$ cat src/rtl/stopwatch_ctrl.sv
// Stopwatch control sequencer: per-input sync/debounce/edge-detect lanes feeding
// a Moore FSM that produces run enable, clear pulse and lap-freeze controls.

// One conditioning lane: 2-FF synchroniser, tick-qualified debounce, rising-edge event.
module sw_cond #(
    parameter int DEBOUNCE_MS = 10
) (
    input  logic clk,
    input  logic rst_n,
    input  logic tick,
    input  logic raw,
    output logic evt
);
    logic       meta_q, sync_q;
    logic       stable_q, stable_d;
    logic       stable_dly_q;
    logic [7:0] cnt_q, cnt_d;
    logic       evt_q, evt_d;

    // Debounce: any sample matching the accepted level restarts the count;
    // the new level is accepted on the DEBOUNCE_MS-th consecutive tick.
    always_comb begin
        stable_d = stable_q;
        cnt_d    = cnt_q;
        if (sync_q == stable_q) begin
            cnt_d = 8'd0;
        end else if (tick) begin
            if (cnt_q == 8'(DEBOUNCE_MS - 1)) begin
                stable_d = sync_q;
                cnt_d    = 8'd0;
            end else begin
                cnt_d = cnt_q + 8'd1;
            end
        end
        // Event fires the cycle after stable rises; falling edge is silent.
        evt_d = stable_q & ~stable_dly_q;
    end

    // Lane state registers.
    always_ff @(posedge clk or negedge rst_n) begin
        if (!rst_n) begin
            meta_q       <= 1'b0;
            sync_q       <= 1'b0;
            stable_q     <= 1'b0;
            stable_dly_q <= 1'b0;
            cnt_q        <= 8'd0;
            evt_q        <= 1'b0;
        end else begin
            meta_q       <= raw;
            sync_q       <= meta_q;
            stable_q     <= stable_d;
            stable_dly_q <= stable_q;
            cnt_q        <= cnt_d;
            evt_q        <= evt_d;
        end
    end

    assign evt = evt_q;
endmodule

module stopwatch_ctrl #(
    parameter int DEBOUNCE_MS = 10
) (
    input  logic       CLK100MHZ,
    input  logic       CPU_RESETN,
    input  logic       tick_1ms,
    input  logic       sw_start,
    input  logic       sw_clear,
    input  logic       sw_lap,
    output logic       run_en,
    output logic       clear,
    output logic       lap_freeze,
    output logic [1:0] state
);
    localparam int NUM_LANES = 3;
    localparam int L_START = 0;
    localparam int L_CLEAR = 1;
    localparam int L_LAP   = 2;

    typedef enum logic [1:0] {
        IDLE  = 2'b00,
        RUN   = 2'b01,
        LAP   = 2'b10,
        PAUSE = 2'b11
    } state_e;

    logic [NUM_LANES-1:0] raw_vec;
    logic [NUM_LANES-1:0] evt_vec;
    state_e               state_q, state_d;
    logic                 clear_q, clear_d;

    assign raw_vec = {sw_lap, sw_clear, sw_start};

    genvar g;
    generate
        for (g = 0; g < NUM_LANES; g++) begin : g_lane
            sw_cond #(.DEBOUNCE_MS(DEBOUNCE_MS)) u_cond (
                .clk  (CLK100MHZ),
                .rst_n(CPU_RESETN),
                .tick (tick_1ms),
                .raw  (raw_vec[g]),
                .evt  (evt_vec[g])
            );
        end
    endgenerate

    // Next state: clear beats start beats lap; losers in the same cycle are dropped.
    always_comb begin
        state_d = state_q;
        clear_d = 1'b0;
        if (evt_vec[L_CLEAR]) begin
            state_d = IDLE;
            clear_d = 1'b1;
        end else if (evt_vec[L_START]) begin
            case (state_q)
                IDLE, PAUSE: state_d = RUN;
                default:     state_d = PAUSE;
            endcase
        end else if (evt_vec[L_LAP]) begin
            case (state_q)
                RUN:     state_d = LAP;
                LAP:     state_d = RUN;
                default: state_d = state_q;
            endcase
        end
    end

    // State register; clear is registered so it lines up with the first IDLE cycle.
    always_ff @(posedge CLK100MHZ or negedge CPU_RESETN) begin
        if (!CPU_RESETN) begin
            state_q <= IDLE;
            clear_q <= 1'b0;
        end else begin
            state_q <= state_d;
            clear_q <= clear_d;
        end
    end

    // Moore output decode from the registered state.
    always_comb begin
        run_en     = (state_q == RUN) || (state_q == LAP);
        lap_freeze = (state_q == LAP);
        clear      = clear_q;
        state      = state_q;
    end
endmodule
$ cat config.mk
export PLATFORM = sky130hd
export DESIGN_NAME = stopwatch_ctrl
export DESIGN_NICKNAME = d
export VERILOG_FILES = /design/src/rtl/stopwatch_ctrl.sv
export SDC_FILE = /design/constraint.sdc
export NUM_CORES = 1
export LEC_CHECK = 0
export ABC_AREA = 1
export BUFFER_PORTS_ARGS = -buffer_cell sky130_fd_sc_hd__buf_2
export CELL_PAD_IN_SITES_DETAIL_PLACEMENT = 0
export CELL_PAD_IN_SITES_GLOBAL_PLACEMENT = 2
export CORE_MARGIN = 2
export CORE_UTILIZATION = 39
export CTS_CLUSTER_SIZE = 25
export DETAILED_ROUTE_END_ITERATION = 8
export HOLD_SLACK_MARGIN = 0.08
export PLACE_DENSITY = 0.84
export SETUP_SLACK_MARGIN = 0.4
export SLEW_MARGIN = 25
export SYNTH_ARGS = -nofsm -noshare
export SYNTH_HDL_FRONTEND = slang
export SYNTH_SLANG_ARGS = --single-unit
$ cat constraint.sdc
create_clock -name CLK100MHZ -period 2.1 [get_ports CLK100MHZ]
set_input_delay 0.315 -clock CLK100MHZ [delete_from_list [all_inputs] [get_ports CLK100MHZ]]
set_output_delay 0.315 -clock CLK100MHZ [all_outputs]
set_load 0.01 [all_outputs]
# Word level (Yosys, flattened, before mapping)
# Cells that the tools add are included.
[classes] muxes=15 n_addsub=3 eq_ne=9 bitwise_logic=9 mul=0 n_reduce_logical=12 n_lt_le_gt_ge=0 div_mod_pow=0 shifts=0
[ops] operator="two-way mux 8 bit" n=9
[ops] operator="adder 8 x 1 -> 8 bit, second input constant" n=3
[ops] operator="equality test 8 x 4 -> 1 bit, second input constant" n=3
[ops] operator="AND reduction 3 bit" n=3
[ops] operator="two-way mux 2 bit" n=4
[ops] operator="inverter 1 bit" n=6
[ops] operator="nonzero test 2 bit" n=3
[ops] operator="equality test 2 bit, second input constant" n=2
[ops] operator="case mux 2 bit (2 select lines)" n=1
[ops] operator="nonzero test 4 bit" n=1
[ops] operator="AND 1 bit" n=3
[ops] operator="equality test 1 bit" n=3
[ops] operator="nonzero test 3 bit" n=1
[ops] operator="equality test 2 x 1 -> 1 bit, second input constant" n=1
[ops] operator="zero test 2 bit" n=1
[ops] operator="AND reduction 2 bit" n=1
[ops] operator="OR reduction 2 bit" n=1
[ops] operator="logical OR 1 bit" n=1
[ops] operator="two-way mux 1 bit" n=1
[totals] ramBits=0 n_memories=0 ff_bits=42 rom_bits=0 latchBits=0

# Logic depth before layout (Yosys ltp)
# Gate-level depths: netlist (run 1).
[depth] ltp_word=5 depth_mapped=7

# By module
# Synthesis (run 1) repeated with hierarchy kept, for this count alone.
[hier_totals] hier_cells=262 hier_area_um2=2177.1
[by_module_without_submodules] mod="sw_cond (g_lane[1].u_cond ...)" cells_each=80 seq_area_each_um2=325.3 area_each_um2=665.6 n_inst=2
[by_module_without_submodules] mod="sw_cond (g_lane[0].u_cond)" cells_each=78 seq_area_each_um2=325.3 area_each_um2=664.4 n_inst=1
[by_module_without_submodules] mod="stopwatch_ctrl" cells_each=24 seq_area_each_um2=75.1 area_each_um2=181.4 n_inst=1

# Worst setup path before layout (run 1)
# No wires, ideal clock.
[synth_path] kind="reg-to-reg" from="reg state_q[0], in the netlist state[0]" to="reg state_q[1], in the netlist state[1]" slack_ps=844 required_ps=2023 t_arrival_ps=1179 stages_incl_launch_ff=7 n_path_buf=0 setup_time_ps=77 cell_sequence="dfrtp_1 > inv_1 > ha_1 > or2_2 > o21ai_0 > nand2_1 > a21oi_1"
[synth_between] elab_chain_cells=5
[synth_rtl] element="from (decl)" line="89" source="state_e state_q, state_d;"
[synth_rtl] element="from (signal assigned)" line="134" source="state_q <= state_d;"
[synth_rtl] element="equality test 2 bit *"
[synth_rtl] element="via lap_freeze" line="72" source="output logic lap_freeze,"
[synth_rtl] element="case mux 2 bit (2 select lines)" line="120" source="case (state_q)"
[synth_rtl] element="two-way mux 2 bit" line="119" source="end else if (evt_vec[L_LAP]) begin"
[synth_rtl] element="two-way mux 2 bit" line="114" source="end else if (evt_vec[L_START]) begin"
[synth_rtl] element="two-way mux 2 bit" line="111" source="if (evt_vec[L_CLEAR]) begin"
# Mark *: on every way through the listed nets, which the timed path passes. The rest lies on a longest branch. The select of a mux whose other input is x is not followed.
# A chain may end at the register's enable or synchronous reset.

# Worst setup path in the final report (run 1)
[layout_path] from="reg state_q[0], in the netlist state[0]" to="out run_en"
[layout_between] elab_chain_cells=2
[layout_rtl] element="equality test 2 x 1 -> 1 bit / equality test 2 bit (equally long branches)" line="141" source="run_en = (state_q == RUN) || (state_q == LAP);"
[layout_rtl] element="logical OR 1 bit *" line="141"
[layout_rtl] element="to (decl)" line="70" source="output logic run_en,"
# Every way passes the cells marked *; elsewhere a longest branch is shown, timed or not.

==> flow_summary_export.csv, run 1 <==
group,metric,value,unit
status,outcome,"complete, no violations",
route,detailroute.via_count,1601,
synthesis,syn_nets,277,
critical_path,setup.worst_path.end_class,"output port",
power_and_ir_drop,largest_voltage_drop_on_the_vdd_net,0.313,mV
power_and_ir_drop,pwr-share-seq,51.5,%
cts,cts_inserted_buffers,5,
cts,clockRootBuffer,"clkbuf_8",
power_and_ir_drop,pwr-share-comb,10.3,%
global_routing,grt_pass1_vias,1516,
synthesis,synthesis.yosys.warnings,0,
route,wl_per_cell,10.4,um
placed_design,place_area,2290,um2
route,viasPerCell,4.50,
synthesis,netlist_instances,264,
synthesis,post_synth.cell_area_avg,8.13,um2
placed_design,dp_hpwl,2770,um
sta,fin_crit,1510,ps
die,pin_count,11,
route,dr.pass1.iters,4,
synthesis,post_synth_num_cell_types,21,
sta,final-setup-viol-count,0,
sta,clock.fmax,662,MHz
die,initial_core_util,39.7,%
critical_path,regToRegStartpoint,"g_lane[2].u_cond.cnt_q[1]$_DFFE_PN0P_",
layout,final_layout_size_suffix_gt1_share,12.7,%
cts,numClockSinks,42,
global_routing,global_route.usage.total,14.3,%
cts,post_cts_resized,0,
power_and_ir_drop,power.clock.fraction,38.3,%
global_routing,total_congestion_overflow,0,
sta,slew_headroom,68.2,%
die,core_area,5410,um2
power_and_ir_drop,cellLeakagePower,1.27,nW
die,placementRows,27,
sta,maxSlewViolCount,0,
cts,ctsHoldBuffers,1,
global_routing,grt_first_pass_wirelength,6910,um
sta,worstMarginPinSlew,476,ps
sta,worst_path_setup_slack_after_routing,590,ps
critical_path,regToRegSetupSlack,880,ps
placed_design,placement.io_buffers,10,
critical_path,crit-reg2reg-capture,"g_lane[2].u_cond.stable_q$_DFFE_PN0P_",
die,dieArea,6110,um2
cts,cts.clk_slew.worst_paths,80,ps
global_routing,grt_antenna_before_repair,0,
cts,cts_tree,"done",
route,drt_drc_violations_left,0,
job,max_cap_viols,0,
power_and_ir_drop,power_density,702,nW/um2
layout,area_growth_syn_to_layout,12.4,%
power_and_ir_drop,power.net_switching,0.427,mW
power_and_ir_drop,power_switching_share,25.2,%
cts,clk_latency,300,ps
layout,diodes,0,
route,drt.antenna.violating_nets,0,
critical_path,crit_family,"flip-flops",
hold_path,hold_end,"g_lane[1].u_cond.meta_q$_DFF_PN0_",
critical_path,ff2ff_path_depth,7,
synthesis,syn-cell-area,2150,um2
critical_path,max_stage_delay,350,ps
critical_path,path_max_fanout,2,
cts,clock_path_buffers,2,
global_routing,grt_start_max_net_pins,22,
critical_path,critPathLaunchType,"register",
critical_path,crit_required,1780,ps
critical_path,critical_path.slowest_cell,"dfrtp_1",
critical_path,worstPathArrival,1190,ps
critical_path,number_of_buffer_and_inverter_stages_on_the_critical_path,3,
placed_design,global_placement_routability_congestion,0.752,
hold_path,min-delay-path-class,"in -> reg",
sta,finalSetupTns,0,ps
critical_path,cell_by_cell_trace_of_the_critical_path,"inv_1 -> ha_1 -> inv_1 -> buf_2",
placed_design,placement.setup.worst_slack,868,ps
layout,post-route-cell-area,2410,um2
hold_path,min-delay-start,"sw_clear",
critical_path,criticalPathCategory,"reg -> out",
synthesis,ys_seq_area_share,49.0,%
cts,clock_tree.htree_level_count,2,
hold_path,timing.hold.worst_path_depth,1,
power_and_ir_drop,internal_power,1.27,mW
critical_path,critical-path-top-cell-by-count,"inv_1",
sta,clock-skew-final,6.78,ps
route,drt_wl_total,3700,um
route,drt_iter0_drc,85,
synthesis,synth-seq-cells,42,
sta,rsz0062_at_grt,"no",
sta,finalCritPeriodShare,71.9,%
die,die_h,78.2,um
layout,net_count_of_the_finished_layout,296,
sta,endpoints_failing_hold,0,
die,die_width,78.2,um
cts,postCtsSetupRepairBufs,0,
layout by cell type, fill, tap and decap left out, drive strengths merged:
master,netlist,layout
clkbuf,0,5
o21bai,1,1
inv,45,46
nor2,29,29
nand4,3,3
nand3,25,25
nand3b,1,1
bufinv,0,1
nand2,81,81
dfrtp,42,42
dlygate4sd3,0,1
o21ai,20,20
clkinv,0,1
a21oi,1,1
ha,7,7
xor2,6,6
buf,1,12
or2,1,1
o21a,1,1
stage by stage:
step | cells | power [mW] | utilization (%) | hold slack (ps)
global placement | 347 | 1.07 | 42.4 | 315
CTS | 356 | 1.73 | 44.6 | 107
detailed placement | 347 | 1.07 | 42.4 | 312
floorplan | 264 | 1.00 | - | 19.4
finish | 356 | 1.69 | 44.6 | 117
global route | 356 | 1.81 | 44.6 | 98.2
flip-flops by register name, summed over array words and instances (netlist names):
| name | cells |
|---|---|
| g_lane.u_cond.cnt_q | 24 |
| state | 2 |
| g_lane.u_cond.sync_q | 3 |
| g_lane.u_cond.stable_dly_q | 3 |
| clear | 1 |
| g_lane.u_cond.stable_q | 3 |
| g_lane.u_cond.evt | 3 |
| g_lane.u_cond.meta_q | 3 |
worst max-delay path by stage:
stage	from	endpoint	slack (ps)	cells past startpoint
after floorplan	state[0]$_DFFE_PN0P_	state[1]$_DFFE_PN0P_	840	6
after global placement	g_lane[0].u_cond.cnt_q[0]$_DFFE_PN0P_	g_lane[0].u_cond.cnt_q[5]$_DFFE_PN0P_	870	6
after detailed placement	g_lane[0].u_cond.cnt_q[0]$_DFFE_PN0P_	g_lane[0].u_cond.cnt_q[5]$_DFFE_PN0P_	870	6
after CTS	state[0]$_DFFE_PN0P_	run_en	580	4
after global routing	state[0]$_DFFE_PN0P_	run_en	520	4
final	state[0]$_DFFE_PN0P_	run_en	590	4
cell families (layout without fill, tap and decap cells):
kind of cell    after synthesis  count (layout)  synth area share (%)
flops                        42              42                  49.0
xor+xnor                      6               6                  2.45
buf+inv                      46              66                  8.40
fa+ha+maj                     7               7                  4.08
compound gates               23              23                  5.77
simple gates                140             140                  30.3
final cells by class:
| cell class | count | area [um2] |
|---|---|---|
| timing repair buffer | 13 | 75.1 |
| sequential | 42 | 1050 |
| clock buffer | 5 | 68.8 |
| fill | 553 | 2990 |
| multi-input combinational | 176 | 915 |
| clock inverter | 3 | 43.8 |
| inverter | 45 | 169 |
| tap | 72 | 90.1 |
cell usage after synthesis, drive strengths merged:
| library cell | number | area [um2] |
|---|---|---|
| ha | 7 | 87.6 |
| nand3b | 1 | 7.51 |
| nand2 | 81 | 309 |
| o21bai | 1 | 7.51 |
| a21oi | 1 | 5.00 |
| inv | 45 | 169 |
| xor2 | 6 | 52.6 |
| o21a | 1 | 7.51 |
| buf | 1 | 11.3 |
| nand4 | 3 | 18.8 |
| o21ai | 20 | 104 |
| or2 | 1 | 6.26 |
| dfrtp | 42 | 1050 |
| nor2 | 29 | 164 |
| nand3 | 25 | 145 |
power groups by stage:
stage / Clock (mW) / Sequential, mW / Combinational (mW)
after floorplan: 0 / 0.886 / 0.116
after global placement: 0 / 0.888 / 0.178
after detailed placement: 0 / 0.890 / 0.177
after CTS: 0.676 / 0.873 / 0.180
after global routing: 0.718 / 0.880 / 0.210
final: 0.648 / 0.872 / 0.174
layer usage:
metal | global-route usage (%) | routed length (um) | vias to the layer above
met5 | 0 | 0 | -
met3 | 4.14 | 133 | 5
met1 | 19.8 | 1860 | 728
met4 | 4.74 | 39 | 0
met2 | 21.5 | 1660 | 23
li1 | - | - | 845
No activity file was read; power rests on OpenSTA's default activity.
==> run 2: changes to the inputs <==
CORE_UTILIZATION = 33   (was 39)
PLACE_DENSITY = 0.76   (was 0.84)
clock period = 1.22 ns   (was 2.1 ns; I/O delays follow)
==> run 2 against run 1 <==
  * The run now ends with negative setup slack left
  * Total power up 81%
  * Utilization increased by 1.9 points
  * Global-route usage down 0.41 points
  * First-iteration DRC count down 31%
  * Non-clock buffer count up 26
  * Critical endpoint unchanged
  * Worst hold slack improved by 120 ps
==> flow_summary_export.csv, run 2 (synthesis results as in run 1) <==
group,metric,value,unit
status,outcome,"finished with violations",
status,violations,"negative setup slack",
cts,cts.clk_slew.worst_paths,90,ps
layout,diodes,0,
cts,clock_path_buffers,2,
layout,mostFrequentLayoutCells,"68 x nand2_1, 37 x inv_1, 36 x dfrtp_1",
layout,nFillCells,617,
route,detailroute.via_count,1719,
sta,clock-skew-final,10.9,ps
power_and_ir_drop,largest_voltage_drop_on_the_vdd_net,0.691,mV
sta,slew_headroom,83.1,%
critical_path,critPathLaunchType,"register",
die,die_width,84.6,um
global_routing,grt_first_pass_wirelength,7850,um
critical_path,setup.worst_path.end_class,"output port",
cts,clk_latency,290,ps
route,wl_per_cell,11.4,um
critical_path,worstPathArrival,1140,ps
critical_path,criticalPathCategory,"reg -> out",
layout,largest_register_ff_count,24,
sta,maxSlewViolCount,0,
route,dr.pass1.iters,4,
die,dieArea,7160,um2
cts,cts_inserted_buffers,5,
global_routing,grt_pass1_vias,1701,
die,die_h,84.6,um
sta,finalCritPeriodShare,108,%
hold_path,min-delay-path-class,"in -> reg",
route,viasPerCell,4.44,
sta,fin_crit,1320,ps
placed_design,dp_hpwl,2850,um
critical_path,path_max_fanout,2,
cts,clockRootBuffer,"clkbuf_8",
layout,final_layout_size_suffix_gt1_share,36.8,%
global_routing,grt_start_max_net_pins,43,
layout,reg_with_most_ffs,"g_lane.u_cond.cnt_q",
sta,worst_path_setup_slack_after_routing,-104,ps
critical_path,crit-reg2reg-capture,"state[1]$_DFFE_PN0P_",
global_routing,grt_antenna_before_repair,0,
critical_path,regToRegStartpoint,"state[1]$_DFFE_PN0P_",
sta,worstMarginPinSlew,253,ps
hold_path,hold_end,"g_lane[0].u_cond.stable_q$_DFFE_PN0P_",
sta,finalSetupTns,-134,ps
global_routing,total_congestion_overflow,0,
global_routing,global_route.usage.total,13.9,%
sta,endpoints_failing_hold,0,
die,initial_core_util,34.0,%
sta,final-setup-viol-count,3,
placed_design,global_placement_routability_congestion,0.769,
cts,clock_tree.htree_level_count,2,
hold_path,min-delay-start,"tick_1ms",
power_and_ir_drop,power_density,1040,nW/um2
job,max_cap_viols,0,
die,core_area,6310,um2
route,drt_wl_total,4420,um
route,drt.antenna.violating_nets,0,
power_and_ir_drop,cellLeakagePower,1.45,nW
sta,clock.fmax,756,MHz
sta,rsz0062_at_grt,"yes",
placed_design,placement.setup.worst_slack,22.7,ps
die,placementRows,29,
placed_design,placement.io_buffers,10,
critical_path,ff2ff_path_depth,7,
route,drt_iter0_drc,59,
layout,net_count_of_the_finished_layout,322,
layout,area_growth_syn_to_layout,37.0,%
route,drt_drc_violations_left,0,
cts,numClockSinks,42,
cts,cts_tree,"done",
critical_path,crit_required,1040,ps
hold_path,timing.hold.worst_path_depth,3,
layout,final_common_cell,"nand2_1",
critical_path,regToRegSetupSlack,-30,ps
die,pin_count,11,
-- run 2: cell count changes in the layout (fill, tap and decap cells not counted), sizes merged --
cell | previous run | this run
buf | 12 | 35
bufinv | 1 | 0
clkbuf | 5 | 6
clkinv | 1 | 2
dlygate4sd3 | 1 | 4
inv | 46 | 45
-- run 2: layout make-up --
class | instances | area [um2] | share of cell area (%)
Multi-Input combinational cell | 176 | 1200 | 40.7
Timing Repair Buffer | 39 | 329 | 11.2
Inverter | 45 | 174 | 5.91
Sequential cell | 42 | 1060 | 36.0
Tap cell | 77 | 96.3 | 3.28
Clock inverter | 2 | 13.8 | 0.468
Clock buffer | 6 | 72.6 | 2.47
-- run 2: timing repair --
item,CTS,global route
gates resized for setup,49,18
setup buffers,15,4
endpoints found under the setup margin,34,34
hold endpoints to repair,45,0
pin swaps,23,23
hold buffers,4,0
-- run 2: worst max-delay path, stage by stage (launching register included) --
cell and delay [ps]:
dfrtp_2 430, ha_4 280, inv_4 30, buf_6 100
-- run 2: where the power goes --
part	switching, mW	internal, mW
registers	0.0789	1.46
clock network	0.488	0.404
logic	0.296	0.343
total	0.863	2.20
-- run 2: per-layer routing --
metal,track usage [%],vias up,part of all wire [%]
met3,3.24,9,2.5
met4,5.77,0,2.2
met1,17.5,787,46
li1,-,905,-
met2,22.9,18,49
met5,0,-,0
-- run 2: worst max path at each step --
stage	startpoint	end	slack, ps
3_3_place_gp	g_lane[0].u_cond.cnt_q[0]$_DFFE_PN0P_	g_lane[0].u_cond.cnt_q[5]$_DFFE_PN0P_	20
2_1_floorplan	state[1]$_DFFE_PN0P_	state[1]$_DFFE_PN0P_	90
6_report	state[1]$_DFFE_PN0P_	run_en	-100
3_5_place_dp	g_lane[0].u_cond.cnt_q[1]$_DFFE_PN0P_	g_lane[0].u_cond.cnt_q[0]$_DFFE_PN0P_	20
4_1_cts	state[1]$_DFFE_PN0P_	run_en	-120
5_1_grt	state[1]$_DFFE_PN0P_	run_en	-140
-- run 2: through the flow --
| step | hold WS [ps] | area, um2 | std cells | total power, mW | utilization (%) |
|---|---|---|---|---|---|
| after floorplan | -113 | 2200 | 264 | 1.78 | - |
| after global placement | 180 | 2400 | 356 | 1.91 | 38.1 |
| after detailed placement | 179 | 2400 | 356 | 1.91 | 38.1 |
| after CTS | 240 | 2840 | 383 | 3.07 | 45.0 |
| after global routing | 261 | 2940 | 387 | 3.25 | 46.6 |
| final | 239 | 2940 | 387 | 3.07 | 46.6 |
